$ cat src/rtl/spoofer_avst_pkt.sv
// Avalon-ST packet pattern source: sop/eop framed packets on round-robin channels,
// selectable data pattern, programmable inter-packet gap and optional packet limit.
module spoofer_avst_pkt #(
   parameter int DATA_WIDTH = 32,
   parameter int CHANNELS   = 4,
   parameter int PKT_LEN    = 16,
   parameter int GAP        = 2,
   parameter int NUM_PKTS   = 0,
   localparam int CH_W      = (CHANNELS > 1) ? $clog2(CHANNELS) : 1
) (
   input  logic                  clk,
   input  logic                  rst,
   input  logic                  enable,
   input  logic [1:0]            mode,
   input  logic                  ready,
   output logic                  valid,
   output logic [DATA_WIDTH-1:0] data,
   output logic [CH_W-1:0]       channel,
   output logic                  sop,
   output logic                  eop,
   output logic                  done,
   output logic [15:0]           pkt_count,
   output logic [1:0]            dbg_state
);

   localparam int BW = (PKT_LEN > 1) ? $clog2(PKT_LEN) : 1;
   localparam int GW = (GAP > 1) ? $clog2(GAP) : 1;
   localparam logic [BW-1:0]   LAST_BEAT = BW'(PKT_LEN - 1);
   localparam logic [GW-1:0]   GAP_LAST  = GW'((GAP > 0) ? GAP - 1 : 0);
   localparam logic [CH_W-1:0] CH_LAST   = CH_W'(CHANNELS - 1);
   localparam logic [15:0]     PKT_LIMIT = 16'(NUM_PKTS);
   localparam logic            ONE_BEAT  = (PKT_LEN == 1);

   localparam logic [1:0] S_IDLE = 2'd0;
   localparam logic [1:0] S_SEND = 2'd1;
   localparam logic [1:0] S_GAP  = 2'd2;
   localparam logic [1:0] S_DONE = 2'd3;

   logic [1:0]            state, state_n;
   logic [BW-1:0]         beat, beat_n;
   logic [GW-1:0]         gap_cnt, gap_n;
   logic [DATA_WIDTH-1:0] word_cnt, cnt_n;
   logic [DATA_WIDTH-1:0] walk, walk_n;
   logic [1:0]            mode_q, mode_n;
   logic                  valid_n, sop_n, eop_n, done_n;
   logic [DATA_WIDTH-1:0] data_n;
   logic [CH_W-1:0]       channel_n;
   logic [15:0]           pkt_n;
   logic                  xfer, start_ok, launch;
   logic [15:0]           pkt_inc;
   logic [CH_W-1:0]       ch_next;

   function automatic logic [DATA_WIDTH-1:0] pattern(input logic [1:0] m,
                                                     input logic [DATA_WIDTH-1:0] c,
                                                     input logic [DATA_WIDTH-1:0] w);
      case (m)
         2'd1:    return w;
         2'd2:    return ~c;
         default: return c;
      endcase
   endfunction

   // Handshake: a beat transfers on every clk edge with valid && ready; once valid
   // is raised, data/channel/sop/eop hold and valid stays high until that transfer.
   assign xfer     = valid && ready;
   assign start_ok = enable && !done;
   assign pkt_inc  = pkt_count + 16'd1;
   assign ch_next  = (channel == CH_LAST) ? '0 : channel + CH_W'(1);
   assign dbg_state = state;

   always_comb begin
      state_n   = state;
      beat_n    = beat;
      gap_n     = gap_cnt;
      cnt_n     = word_cnt;
      walk_n    = walk;
      mode_n    = mode_q;
      valid_n   = valid;
      sop_n     = sop;
      eop_n     = eop;
      data_n    = data;
      channel_n = channel;
      done_n    = done;
      pkt_n     = pkt_count;
      launch    = 1'b0;
      case (state)
         S_IDLE: launch = start_ok;
         S_GAP: begin
            if (gap_cnt == GAP_LAST) begin
               if (start_ok) launch = 1'b1;
               else          state_n = S_IDLE;
            end else begin
               gap_n = gap_cnt + GW'(1);
            end
         end
         S_SEND: begin
            if (xfer) begin
               // pattern sources advance on every transfer, whatever the mode
               cnt_n  = word_cnt + DATA_WIDTH'(1);
               walk_n = {walk[DATA_WIDTH-2:0], walk[DATA_WIDTH-1]};
               if (eop) begin
                  pkt_n     = pkt_inc;
                  channel_n = ch_next;
                  valid_n   = 1'b0;
                  sop_n     = 1'b0;
                  eop_n     = 1'b0;
                  if ((NUM_PKTS != 0) && (pkt_inc == PKT_LIMIT)) begin
                     done_n  = 1'b1;
                     state_n = S_DONE;
                  end else if (GAP > 0) begin
                     gap_n   = '0;
                     state_n = S_GAP;
                  end else if (start_ok) begin
                     launch = 1'b1;
                  end else begin
                     state_n = S_IDLE;
                  end
               end else begin
                  beat_n = beat + BW'(1);
                  sop_n  = 1'b0;
                  eop_n  = (beat_n == LAST_BEAT);
                  data_n = pattern(mode_q, cnt_n, walk_n);
               end
            end
         end
         default: ;
      endcase
      // mode is captured only here, so mid-packet changes wait for the next sop
      if (launch) begin
         state_n = S_SEND;
         valid_n = 1'b1;
         sop_n   = 1'b1;
         eop_n   = ONE_BEAT;
         beat_n  = '0;
         mode_n  = mode;
         data_n  = pattern(mode, cnt_n, walk_n);
      end
   end

   always_ff @(posedge clk) begin
      if (rst) begin
         state     <= S_IDLE;
         beat      <= '0;
         gap_cnt   <= '0;
         word_cnt  <= '0;
         walk      <= DATA_WIDTH'(1);
         mode_q    <= 2'd0;
         valid     <= 1'b0;
         sop       <= 1'b0;
         eop       <= 1'b0;
         data      <= '0;
         channel   <= '0;
         done      <= 1'b0;
         pkt_count <= '0;
      end else begin
         state     <= state_n;
         beat      <= beat_n;
         gap_cnt   <= gap_n;
         word_cnt  <= cnt_n;
         walk      <= walk_n;
         mode_q    <= mode_n;
         valid     <= valid_n;
         sop       <= sop_n;
         eop       <= eop_n;
         data      <= data_n;
         channel   <= channel_n;
         done      <= done_n;
         pkt_count <= pkt_n;
      end
   end

endmodule

$ cat config.mk
export PLATFORM = sky130hd
export DESIGN_NAME = spoofer_avst_pkt
export DESIGN_NICKNAME = d
export VERILOG_FILES = /design/src/rtl/spoofer_avst_pkt.sv
export SDC_FILE = /design/constraint.sdc
export NUM_CORES = 1
export LEC_CHECK = 0
export CAP_MARGIN = 20
export CORE_MARGIN = 2
export CORE_UTILIZATION = 38
export CTS_BUF_LIST = sky130_fd_sc_hd__clkbuf_2
export CTS_CLUSTER_SIZE = 25
export DETAILED_ROUTE_END_ITERATION = 8
export PLACE_DENSITY = 0.6
export SLEW_MARGIN = 5
export SYNTH_ARGS = -nofsm -noshare
export SYNTH_HDL_FRONTEND = slang
export SYNTH_SLANG_ARGS = --single-unit
$ cat constraint.sdc
create_clock -name clk -period 2.85 [get_ports clk]
set_clock_uncertainty 0.05 [all_clocks]
set_input_delay 0.57 -clock clk [delete_from_list [all_inputs] [get_ports clk]]
set_output_delay 0.57 -clock clk [all_outputs]
set_load 0.03 [all_outputs]
# == Word-level counts from Yosys, hierarchy flattened ==
# Index checks and enable logic that the tools add are counted.
# totals
wordCells,85
output_inout_bits,56
mem_count,0
mem_bits_rw,0
latch_bits,0
regBits,126
inputBits,6
romBits,0
# op_classes
n_eq_ne,17
mux,30
n_reduce_logical,17
n_div,0
order_cmp,0
n_bitwise,3
n_addsub,5
shift,0
multipliers,0
# ops
cell,count
$mux W32,8
$pmux W32 S2,2
$not A32 Y32,2
$add A32 B1 Y32 const B,1
$add A16 B1 Y16 const B,1
$reduce_and A3 Y1,5
$mux W1,12
$ne A3 B3 Y1 const B,4
$mux W2,5
$reduce_and A5 Y1,2
$eq A2 B2 Y1 const B,4
$ne A2 B2 Y1 const B,4
$reduce_bool A2 Y1,4
$eq A2 B1 Y1 const B,3
$add A4 B1 Y4 const B,1
$eq A4 B4 Y1 const B,1
$pmux W1 S2,2
$pmux W2 S2,1
$reduce_and A2 Y1,2
$reduce_bool A3 Y1,1
$add A2 B1 Y2 const B,1
$logic_not A2 Y1,1
$ne A2 B1 Y1 const B,1
$reduce_or A2 Y1,1
3 further kinds,3

# == Depth between registers and ports, before layout ==
# Gate-level depths: netlist of the first run.
# depth
ltp_word,7
mapped_depth,10
ltp_nobuf,8

# == Worst setup path after synthesis of the first run ==
# No wires, ideal clock.
# synth_path
path_type,register -> register
from,reg state[0] (netlist: dbg_state[0])
to,reg data[27]
setup_time_ns,0.116
stages_incl_launch_ff,7
arrival_time_ns,2.267
t_required_ns,2.684
setup_slack_ns,0.417
path_buffers,0
period_less_slack_ns,2.433
path_cell_list,dfxtp_1 nand4b_2 or4_4 or4_4 a21oi_1 a31oi_1 o211a_1
# synth_between
elab_chain_len,5
word_cells_on_any_way,13
classes_between,3 x eq/ne; 5 x mux; 1 x bitwise; 4 x reduce/logical
# synth_lines
element,line,source
"start, declared",39,"logic [1:0] state, state_n;"
"start signal, assigned",156,state <= state_n;
$eq A2 B1 Y1,86,case (state)
$mux W32,86,
$not A32 Y32,58,2'd2: return ~c;
$pmux W32 S2,56,case (m)
$mux W32,129,if (launch) begin
"end signal, assigned",165,data <= data_n;
"end, declared",17,"output logic [DATA_WIDTH-1:0] data,"
# Parallel ways exist; a longest one is shown, timed or not.
# A chain may end at the register's enable or synchronous reset.

# == Worst setup path in the final report of the first run ==
# layout_path
from,reg word_cnt[16]
to,reg data[31]
# layout_between
elab_chain_len,7
word_cells_on_any_way,11
classes_between,1 x add/sub; 8 x mux; 2 x bitwise
# layout_lines
element,line,source
"start, declared",42,"logic [DATA_WIDTH-1:0] word_cnt, cnt_n;"
"start signal, assigned",159,word_cnt <= cnt_n;
$add A32 B1 Y32 *,99,cnt_n = word_cnt + DATA_WIDTH'(1);
$not A32 Y32,58,
$pmux W32 S2,56,
$mux W32,101,if (eop) begin
$mux W32,97,if (xfer) begin
$mux W32,86,
$mux W32 *,129,
# Mark *: on every way between the ends. The rest lies on a longest branch, timed or not. The select of a mux whose other input is x is not followed.

==> impl_metrics.toml, run 1 <==
[status]
status = "finished, final reports clean"

[finish]
layout_common_cells = "dfxtp_1 (126), nor2_1 (118), nand2_1 (90)"
multiInputGateArea_um2 = 4220
register_area_um2 = 2520
drive_above_1_share_pct = 13.5
num-fill-cells = 1870
area_growth_pct = 19.4
final_nets = 983
final_common_cell = "dfxtp_1"
fin_area_um2 = 8530

[placed_design]
dp_slack_ns = -0.0162
postPlaceCellArea_um2 = 8290
gp_congestion = 0.912
portBuffers = 60
hpwl_um = 17000

[grt]
antenna_found_initial = 1
grt_pass1_vias = 6492
grt_pass1_wl_um = 37300
grt_overflow = 0
grt_max_degree = 56
grtUsageTotal_pct = 24.2

[detailed_routing]
highest_layer = "met4"
via_per_inst = 5.87
ant_nets = 0
met2_wirelength_um = 10700
dr.pass1.iters = 6
drtIter0Drc = 660
wire_per_inst_um = 19.9
vias = 7132
wl_met3_um = 1780
drcViolationCount = 0
wl_met1_um = 11100
wl_um = 24200

[die]
fp-row-count = 50
start_util_pct = 38.5
core_area_um2 = 18600
die_y_um = 141
die_area_um2 = 19900
pin_count = 62
die_width_um = 141

[synthesis]
ys_seq_elements = 126
syn_area_um2 = 7140
synth_seq_area_share_pct = 35.3
async_flop_share_pct = 0
synth_edf_count = 0
syn_nets = 903
avgSynthCellArea_um2 = 8.05
ys_warn_count = 0
synthDistinctLibCells = 69
syn-instance-count = 888
ys_dominant_reg_cell = "dfxtp_1"

[min_path]
hold_path_class = "input pin to flop"

[critical_path]
worstSetupPathType = "flop to flop"
critPathMaxStageDelay_ns = 0.68
crit_fanout = 13
end_kind = "flop"
arrival_ns = 3.28
start_kind = "flop"
crit_slowest_cell = "or4_1"
cp_cell_sequence = "nand2_1, or3_1, or4_1, a2111oi_0, nor4_1, o211a_1"
required_ns = 3.43

[sta]
relSlewSlack_pct = 51.2
slew_violations = 0
fmax_mhz = 370
worst_hold_slack_ns = 0.428
period_share_pct = 94.8
finalWorstSetupSlack_ns = 0.147
worst_slew_pin_slew_ns = 0.729
rsz0062_at_grt = "no"
hold_viol = 0
setup_viol = 0
post-route-min-period_ns = 2.70
fin_tns_setup_ns = 0

[flow_run]
drv_cap = 0

[pwr]
ir_worst_vdd_mv = 0.310
total_power_mw = 3.58
p_leak_nw = 3.09
powerDensity_nw_per_um2 = 419

[cts]
cts_tree = "done"
clk_path_buf_depth = 2
worstSkewPairLatency_ns = 0.75
clkSinkCount = 126
path_clk_slew_ns = 0.22
cts_max_level = 4
cts-buffers-inserted = 17
cts-root-buf = "clkbuf_2"
[cell families after synthesis]
logic type,Yosys count,share of synthesized area (%)
muxes,32,4.54
buffers and inverters,97,5.69
xor gates and xnor gates,68,8.34
and+or+nand+nor,350,24.4
adders and majority gates,9,1.58
other,1,0.0525
DFF,126,35.3
AOI/OAI and AO/OA,205,20.1
[worst max-delay path, delay by kind of cell (launching register included)]
| kind | cells | cell delay (ns) |
|---|---|---|
| compound gates | 2 | 0.46 |
| flops | 1 | 0.49 |
| simple gates | 4 | 1.59 |
[worst paths after layout]
check                     startpoint  slack [ns]  cells past startpoint                       to
max          word_cnt[16]$_SDFF_PP0_        0.15                      6    data[31]$_SDFFE_PP0P_
min                          mode[1]        0.43                      3   mode_q[1]$_SDFFE_PP0P_
max reg2reg  word_cnt[16]$_SDFF_PP0_        0.15                      6    data[31]$_SDFFE_PP0P_
min reg2reg  channel[1]$_SDFFE_PP0P_        0.44                      2  channel[1]$_SDFFE_PP0P_
[Yosys cell counts (10+ instances only)]
cell	n	area share [%]
dfxtp_1	126	35
nor2_1	118	6.2
nand2_1	90	4.7
a21oi_1	63	4.4
clkbuf_1	52	2.7
xnor2_1	45	5.5
mux2i_1	29	4.1
a221oi_1	24	2.9
nor3_1	24	1.7
o21ai_0	24	1.7
xor2_1	23	2.8
nand4_1	21	1.8
inv_1	20	1.1
nand3_1	19	1.3
a211oi_1	18	1.9
nor4_1	16	1.4
buf_2	12	0.84
a2111oi_0	10	1.2
a211o_1	10	1.2
[final cells by class]
| type | instances | area share (%) |
|---|---|---|
| Clock buffer | 17 | 0.998 |
| Antenna cell | 1 | 0.0293 |
| Tap cell | 234 | 3.43 |
| Multi-Input combinational cell | 665 | 49.5 |
| Inverter | 22 | 0.968 |
| Timing Repair Buffer | 136 | 13.9 |
| Sequential cell | 126 | 29.6 |
| Clock inverter | 15 | 1.60 |
[flip-flops by register name, indices dropped and copies added, names as in the netlist]
name	count
dbg_state	2
valid	1
word_cnt	32
pkt_count	16
channel	2
sop	1
eop	1
walk	32
gap_cnt	1
beat	4
mode_q	2
data	32
[report_power, final]
group / internal, mW / switching (mW) / total [mW]
clock network: 0.325 / 0.776 / 1.10
registers: 1.81 / 0.0316 / 1.84
logic: 0.233 / 0.398 / 0.631
total: 2.37 / 1.21 / 3.58
[per-layer routing]
| layer | up-vias | GRT usage (%) |
|---|---|---|
| met3 | 42 | 4.45 |
| met4 | 0 | 9.00 |
| met2 | 305 | 36.1 |
| met5 | - | 0 |
| met1 | 3412 | 34.6 |
| li1 | 3373 | - |
[metrics by stage]
step	util, %	cells
floorplan	-	888
global placement	44.6	1182
detailed placement	44.6	1182
CTS	45.9	1215
global route	45.9	1216
finish	45.9	1216
[repair_timing]
item                                    CTS  global route
hold endpoints to repair                  3             0
resized for setup                         0             1
endpoints found under the setup margin    0             1
hold buffers                              1             0
setup buffers                             0             0
Power figures use the tool's default switching activity.
==> inputs of run 2 (changes only) <==
Settings changed: ABC_CLOCK_PERIOD_IN_PS from default to 2900.
Clock period 2.85 ns to 2.9 ns, I/O delays scaled along.
==> impl_metrics.toml, run 2 (synthesis gave the netlist of run 1 again) <==
[status]
status = "finished, final reports clean"

[detailed_routing]
ant_nets = 0
wire_per_inst_um = 19.6
wl_um = 23800
drtIter0Drc = 725
drcViolationCount = 0
dr.pass1.iters = 5
via_per_inst = 5.84
vias = 7095

[critical_path]
required_ns = 3.45
end_kind = "flop"
worstSetupPathType = "flop to flop"
arrival_ns = 3.19
crit_slowest_cell = "or3_1"
critPathMaxStageDelay_ns = 0.64
cp_cell_sequence = "nand3_2, or3_1, or4_4, xor2_1, a211oi_1, a311o_1"
crit_fanout = 14
r2r_start = "word_cnt[12]$_SDFF_PP0_"
cp-startpoint = "word_cnt[12]$_SDFF_PP0_"
start_kind = "flop"

[sta]
worst_hold_slack_ns = 0.169
relSlewSlack_pct = 58.3
period_share_pct = 91.0
worst_slew_pin_slew_ns = 0.625
post-route-min-period_ns = 2.64
setup_viol = 0
rsz0062_at_grt = "no"
slew_violations = 0
fmax_mhz = 379
hold_viol = 0

[die]
die_y_um = 141
fp-row-count = 50
core_area_um2 = 18600
die_area_um2 = 19900
die_width_um = 141
start_util_pct = 38.5
pin_count = 62

[cts]
cts-buffers-inserted = 17
cts_max_level = 4
cts-root-buf = "clkbuf_2"
path_clk_slew_ns = 0.23
cts_tree = "done"
cts_resized = 0
worstSkewPairLatency_ns = 0.72
cts_hold_buf = 0
postCtsSetupRepairBufs = 0
clk_path_buf_depth = 2
clkSinkCount = 126

[placed_design]
gp_congestion = 0.927
portBuffers = 60
hpwl_um = 16900

[finish]
multiInputGateArea_um2 = 4220
drive_above_1_share_pct = 13.5
top_regs = "data x32, walk x32, word_cnt x32"
area_growth_pct = 20.0
final_nets = 982
layout_common_cells = "dfxtp_1 (126), nor2_1 (118), nand2_1 (90)"
register_area_um2 = 2520
final_common_cell = "dfxtp_1"
num-fill-cells = 1866
post-route-util_pct = 46.1

[pwr]
ir_worst_vdd_mv = 0.333
total_power_mw = 3.65
powerDensity_nw_per_um2 = 425
p_leak_nw = 3.10

[grt]
grt_max_degree = 52
antenna_found_initial = 1
grt_pass1_wl_um = 37300
grtUsageTotal_pct = 24.0
grt_overflow = 0
grt_pass1_vias = 6653

[flow_run]
drv_cap = 0

[min_path]
hold_path_startpoint = "rst"
hold_path_class = "input pin to flop"
-- run 2: cell count changes in the layout (fill, tap and decap cells not counted), sizes merged --
cell and change:
clkinv -5, clkbuf +1, dlygate4sd3 -1, inv -3
clkinvlp +5, bufinv +2
-- run 2: worst max-delay path, delay by kind of cell, from the launching register on --
family	cells	cell delay, ns
and+or+nand+nor	3	1.38
DFF	1	0.50
AOI/OAI and AO/OA	2	0.42
xor gates and xnor gates	1	0.18
-- run 2: per-stage QoR --
| step | setup slack, ns | instance area, um2 | instances | setup TNS, ns |
|---|---|---|---|---|
| floorplan | 0.467 | 7140 | 888 | 0 |
| global placement | 0.0197 | 8310 | 1182 | 0 |
| detailed placement | -0.00417 | 8310 | 1182 | -0.00417 |
| CTS | 0.246 | 8570 | 1214 | 0 |
| global route | 0.00722 | 8570 | 1215 | 0 |
| finish | 0.261 | 8570 | 1215 | 0 |
-- run 2: layout make-up --
| cell class | count | area share [%] |
|---|---|---|
| Antenna cell | 1 | 0.0292 |
| Inverter | 22 | 0.963 |
| Tap cell | 234 | 3.41 |
| Clock inverter | 14 | 1.97 |
| Multi-Input combinational cell | 665 | 49.2 |
| Sequential cell | 126 | 29.4 |
| Clock buffer | 18 | 1.05 |
| Timing Repair Buffer | 135 | 14.0 |
-- run 2: routing by layer --
layer	up-vias	track usage [%]	wire length [um]
met5	-	0	0
met4	0	6.37	406
met3	35	4.31	1560
met2	282	38.2	11000
met1	3407	33.6	10800
li1	3371	-	-
-- run 2: power by group --
group | switching [mW] | total [mW] | internal, mW
Clock | 0.735 | 1.21 | 0.480
Sequential | 0.0333 | 1.81 | 1.78
Combinational | 0.390 | 0.618 | 0.228
-- run 2: final timing paths --
path | depth (start not counted) | slack (ns) | end
worst min register to register | 2 | 0.44 | channel[1]$_SDFFE_PP0P_
worst max register to register | 6 | 0.26 | data[25]$_SDFFE_PP0P_
worst min-delay path | 2 | 0.17 | word_cnt[22]$_SDFF_PP0_
worst max-delay path | 6 | 0.26 | data[25]$_SDFFE_PP0P_
==> inputs of run 3 (changes only) <==
Settings changed: CORE_UTILIZATION 38 to 50, PLACE_DENSITY 0.6 to 0.75.
==> impl_metrics.toml, run 3 (synthesis gave the netlist of run 1 again) <==
[grt]
grt_max_degree = 48
antenna_found_initial = 1
grt_pass1_wl_um = 35900
grt_pass1_vias = 6713
grtUsageTotal_pct = 30.9
grt_overflow = 0

[critical_path]
crit_fanout = 5
reg2regPathDepth = 7
crit_buf_inv = 0
critPathMaxStageDelay_ns = 0.63
crit_slowest_cell = "or4_1"
r2r_slack_ns = 0.21
required_ns = 3.52
worstSetupPathType = "flop to flop"
arrival_ns = 3.31
end_kind = "flop"
cp_cell_sequence = "ha_1, nand4_1, or4_1, xor2_1, a221oi_1, a211oi_1, a211o_1"
cp_top_family = "simple AND/OR/NAND/NOR gates"
r2r_end = "data[14]$_SDFFE_PP0P_"
cp.depth = 7
r2r_start = "word_cnt[1]$_SDFF_PP0_"
start_kind = "flop"

[finish]
post-route-util_pct = 60.0
drive_above_1_share_pct = 12.4
layout_common_cells = "dfxtp_1 (126), nor2_1 (118), nand2_1 (90)"
top_regs = "data x32, walk x32, word_cnt x32"
final_nets = 971
area_growth_pct = 17.0
instances_no_fill = 1150
final_common_cell = "dfxtp_1"

[sta]
slew_violations = 0
finalWorstSetupSlack_ns = 0.209
worst_hold_slack_ns = 0.133
fmax_mhz = 372
worst_slew_pin_slew_ns = 0.722
rsz0062_at_grt = "no"
setup_viol = 0
hold_viol = 0
period_share_pct = 92.8
post-route-min-period_ns = 2.69
relSlewSlack_pct = 51.9

[die]
start_util_pct = 51.3
core_area_um2 = 13900
pin_count = 62
die_width_um = 124
fp-row-count = 43
die_y_um = 124
die_area_um2 = 15300

[detailed_routing]
drcViolationCount = 0
wl_um = 22900
dr.pass1.iters = 5
via_per_inst = 6.31
drtIter0Drc = 905
wire_per_inst_um = 19.9
ant_nets = 0
vias = 7261

[cts]
cts-buffers-inserted = 17
clkSinkCount = 126
cts_hold_buf = 0
worstSkewPairLatency_ns = 0.77
cts_max_level = 4
clk_path_buf_depth = 2
cts_resized = 0
path_clk_slew_ns = 0.21
cts-root-buf = "clkbuf_2"
postCtsSetupRepairBufs = 0
cts_tree = "done"

[placed_design]
hpwl_um = 16000
portBuffers = 60
dp_slack_ns = -0.0262
dp_cells = 1117
gp_congestion = 1.04

[pwr]
ir_worst_vdd_mv = 0.310
powerDensity_nw_per_um2 = 412
p_leak_nw = 3.03
total_power_mw = 3.44

[min_path]
hold_path_startpoint = "rst"
whs_path_depth = 2
whs_endpoint = "pkt_count[14]$_SDFFE_PP0P_"
hold_path_class = "input pin to flop"

[flow_run]
drv_cap = 0

[status]
status = "finished, final reports clean"
==> run 3: cell count changes in the layout (fill, tap and decap cells not counted) <==
cell | before | now
clkinvlp_4 | 7 | 4
buf_4 | 73 | 63
clkbuf_2 | 18 | 17
clkinv_1 | 3 | 4
bufinv_16 | 3 | 1
inv_6 | 1 | 2
clkinv_2 | 1 | 4
buf_12 | 3 | 2
clkinv_4 | 1 | 2
==> run 3: how the worst max path moves through the flow <==
stage                                    startpoint                     to  slack, ns
after detailed placement                      ready  data[27]$_SDFFE_PP0P_      -0.03
after global routing         word_cnt[1]$_SDFF_PP0_  data[16]$_SDFFE_PP0P_       0.05
after CTS                          eop$_SDFFE_PP0P_                    eop       0.26
after floorplan           dbg_state[0]$_SDFFE_PP0P_  data[27]$_SDFFE_PP0P_       0.47
after global placement                        ready  data[27]$_SDFFE_PP0P_     -0.003
final                        word_cnt[1]$_SDFF_PP0_  data[14]$_SDFFE_PP0P_       0.21
==> run 3: final cells by class <==
cell class,count,area [um2]
Tap cell,180,225
Fill cell,1277,5570
Sequential cell,126,2520
Multi-Input combinational cell,665,4220
Antenna cell,1,2.50
Inverter,22,82.6
Timing Repair Buffer,124,1100
Clock buffer,17,85.1
Clock inverter,15,123
==> run 3: worst reg2reg max path: cells and delay by family, from the launching register on <==
family | cells | cell delay (ns)
and+or+nand+nor | 2 | 0.97
AOI/OAI and AO/OA | 3 | 0.67
DFF | 1 | 0.44
adders and majority gates | 1 | 0.28
xor gates and xnor gates | 1 | 0.19
==> run 3: metal layers <==
metal	up-vias	routed length, um	track usage [%]
met5	-	0	0
met3	77	2390	8.99
li1	3345	-	-
met2	439	10100	45.9
met4	0	906	14.8
met1	3400	9520	41.0
==> run 3: report_power, final <==
group	internal [mW]	switching (mW)	total, mW
Sequential	1.78	0.0341	1.81
Combinational	0.222	0.387	0.609
Clock	0.303	0.718	1.02
Total	2.31	1.14	3.44
==> run 3: per-stage QoR <==
stage          area, um2  setup TNS, ns
2_1_floorplan       7140              0
3_3_place_gp        8150       -0.00306
3_5_place_dp        8150        -0.0517
4_1_cts             8360              0
5_1_grt             8360              0
6_report            8360              0
==> RTL edit (config.mk and constraints of run 1) <==
`data` no longer has a reset.
--- a/src/rtl/spoofer_avst_pkt.sv
+++ b/src/rtl/spoofer_avst_pkt.sv
@@ -149,5 +149,4 @@
          sop       <= 1'b0;
          eop       <= 1'b0;
-         data      <= '0;
          channel   <= '0;
          done      <= 1'b0;
@@ -163,5 +162,4 @@
          sop       <= sop_n;
          eop       <= eop_n;
-         data      <= data_n;
          channel   <= channel_n;
          done      <= done_n;
@@ -170,4 +168,8 @@
    end
 
+   always_ff @(posedge clk) begin
+      data <= data_n;
+   end
+
 endmodule
 
Behaviour: not the same (a bounded check fails within 4 cycles, from zero or initial values and one cycle with rst high).
==> RTL edit against run 1 <==
- design area down 0.26%
- sequential cell count unchanged
- cell count down 7.0%
- routed wire length down 19%
- total power up 7.0%
- count of clock-buffer cells in the layout unchanged
- synthesized area down 3.2%
- setup slack better by 58 ps
==> RTL edit: results (changes against run 1) <==
- Outcome: finished, final reports clean
- Final net count: 903 (-8.1%)
- Vias in the first global route: 5996 (-7.6%)
- Routed WL: 19.6 mm (-19%)
- First drt pass iteration count: 5 (-1)
- Final Critical Period: 2650 ps (-58.0 ps)
- Hold_buf cts: 0 (-1)
- Skew-Pair Late Insertion Delay: 720 ps (-30 ps)
- Cells after synthesis: 796 (-10%)
- GR Util All Layers: 0.203 (-0.0389)
- Largest net degree at the start of global routing: 59 (+5.4%)
- Final cell count without fillers: 1131 (-7.0%)
- Area delta synth->final: 22.9%
- R2r setup slk: 200 ps (+60 ps)
- Synth cell count leaders: nor2_1, dfxtp_1, nand2_1
- Post-DP HPWL: 13.5 mm (-20%)
- Comb group: 633 µW (about the same)
- Ratio of cells with drive above 1 in the final layout: 0.140 (+0.00529)
- Xor/xnor share of the synthesized area: 0.0987 (+0.0154)
- Cell Area, Placed: 0.00823 mm² (-0.65%)
- Crit path DAT: 3050 ps (-230 ps)
- Reg-to-Reg End: data[21]
- Lkg Pwr: 3.08 nW (-0.44%)
- Hold Path Depth: 2 (-1)
- Adder-Cell Fraction of Synth Area: 0.0163 (+0.000513)
- Net Count, Synth: 811 (-10%)
- Leading post-synthesis cells by cell area: dfxtp_1, edfxtp_1, nor2_1, xor2_1, nand2_1
[RTL edit: changes by cell type in the layout (fill, tap and decap cells not counted), sizes merged, moves of 10 or more]
| cell | change |
|---|---|
| or4 | -10 |
| nor2 | -20 |
| o21ai | -20 |
| edfxtp | +32 |
| nor2b | +21 |
| dfxtp | -32 |
| nor3 | -10 |
| xor2 | +18 |
[RTL edit: critical path, stage by stage, from the launching register on]
cell and delay [ps]:
dfxtp_1 610, nand4_1 290, nor4_1 490, nand3_1 180, xor2_1 180, a221o_1 330, a22o_1 240
[RTL edit: per-layer routing]
metal | part of all wire | global-route usage | routed length (µm)
met1 | 0.46 | 0.273 | 9030
met2 | 0.45 | 0.322 | 8910
met3 | 0.065 | 0.0473 | 1270
met4 | 0.020 | 0.0691 | 401
met5 | 0 | 0 | 0
[RTL edit: layout make-up]
cell class,count,area share
antenna,1,0.000294
tap,229,0.0337
clock inverter,15,0.0216
sequential,126,0.334
inverter,10,0.00441
clock buffer,17,0.0100
multi-input combinational,596,0.446
timing repair buffer,137,0.150
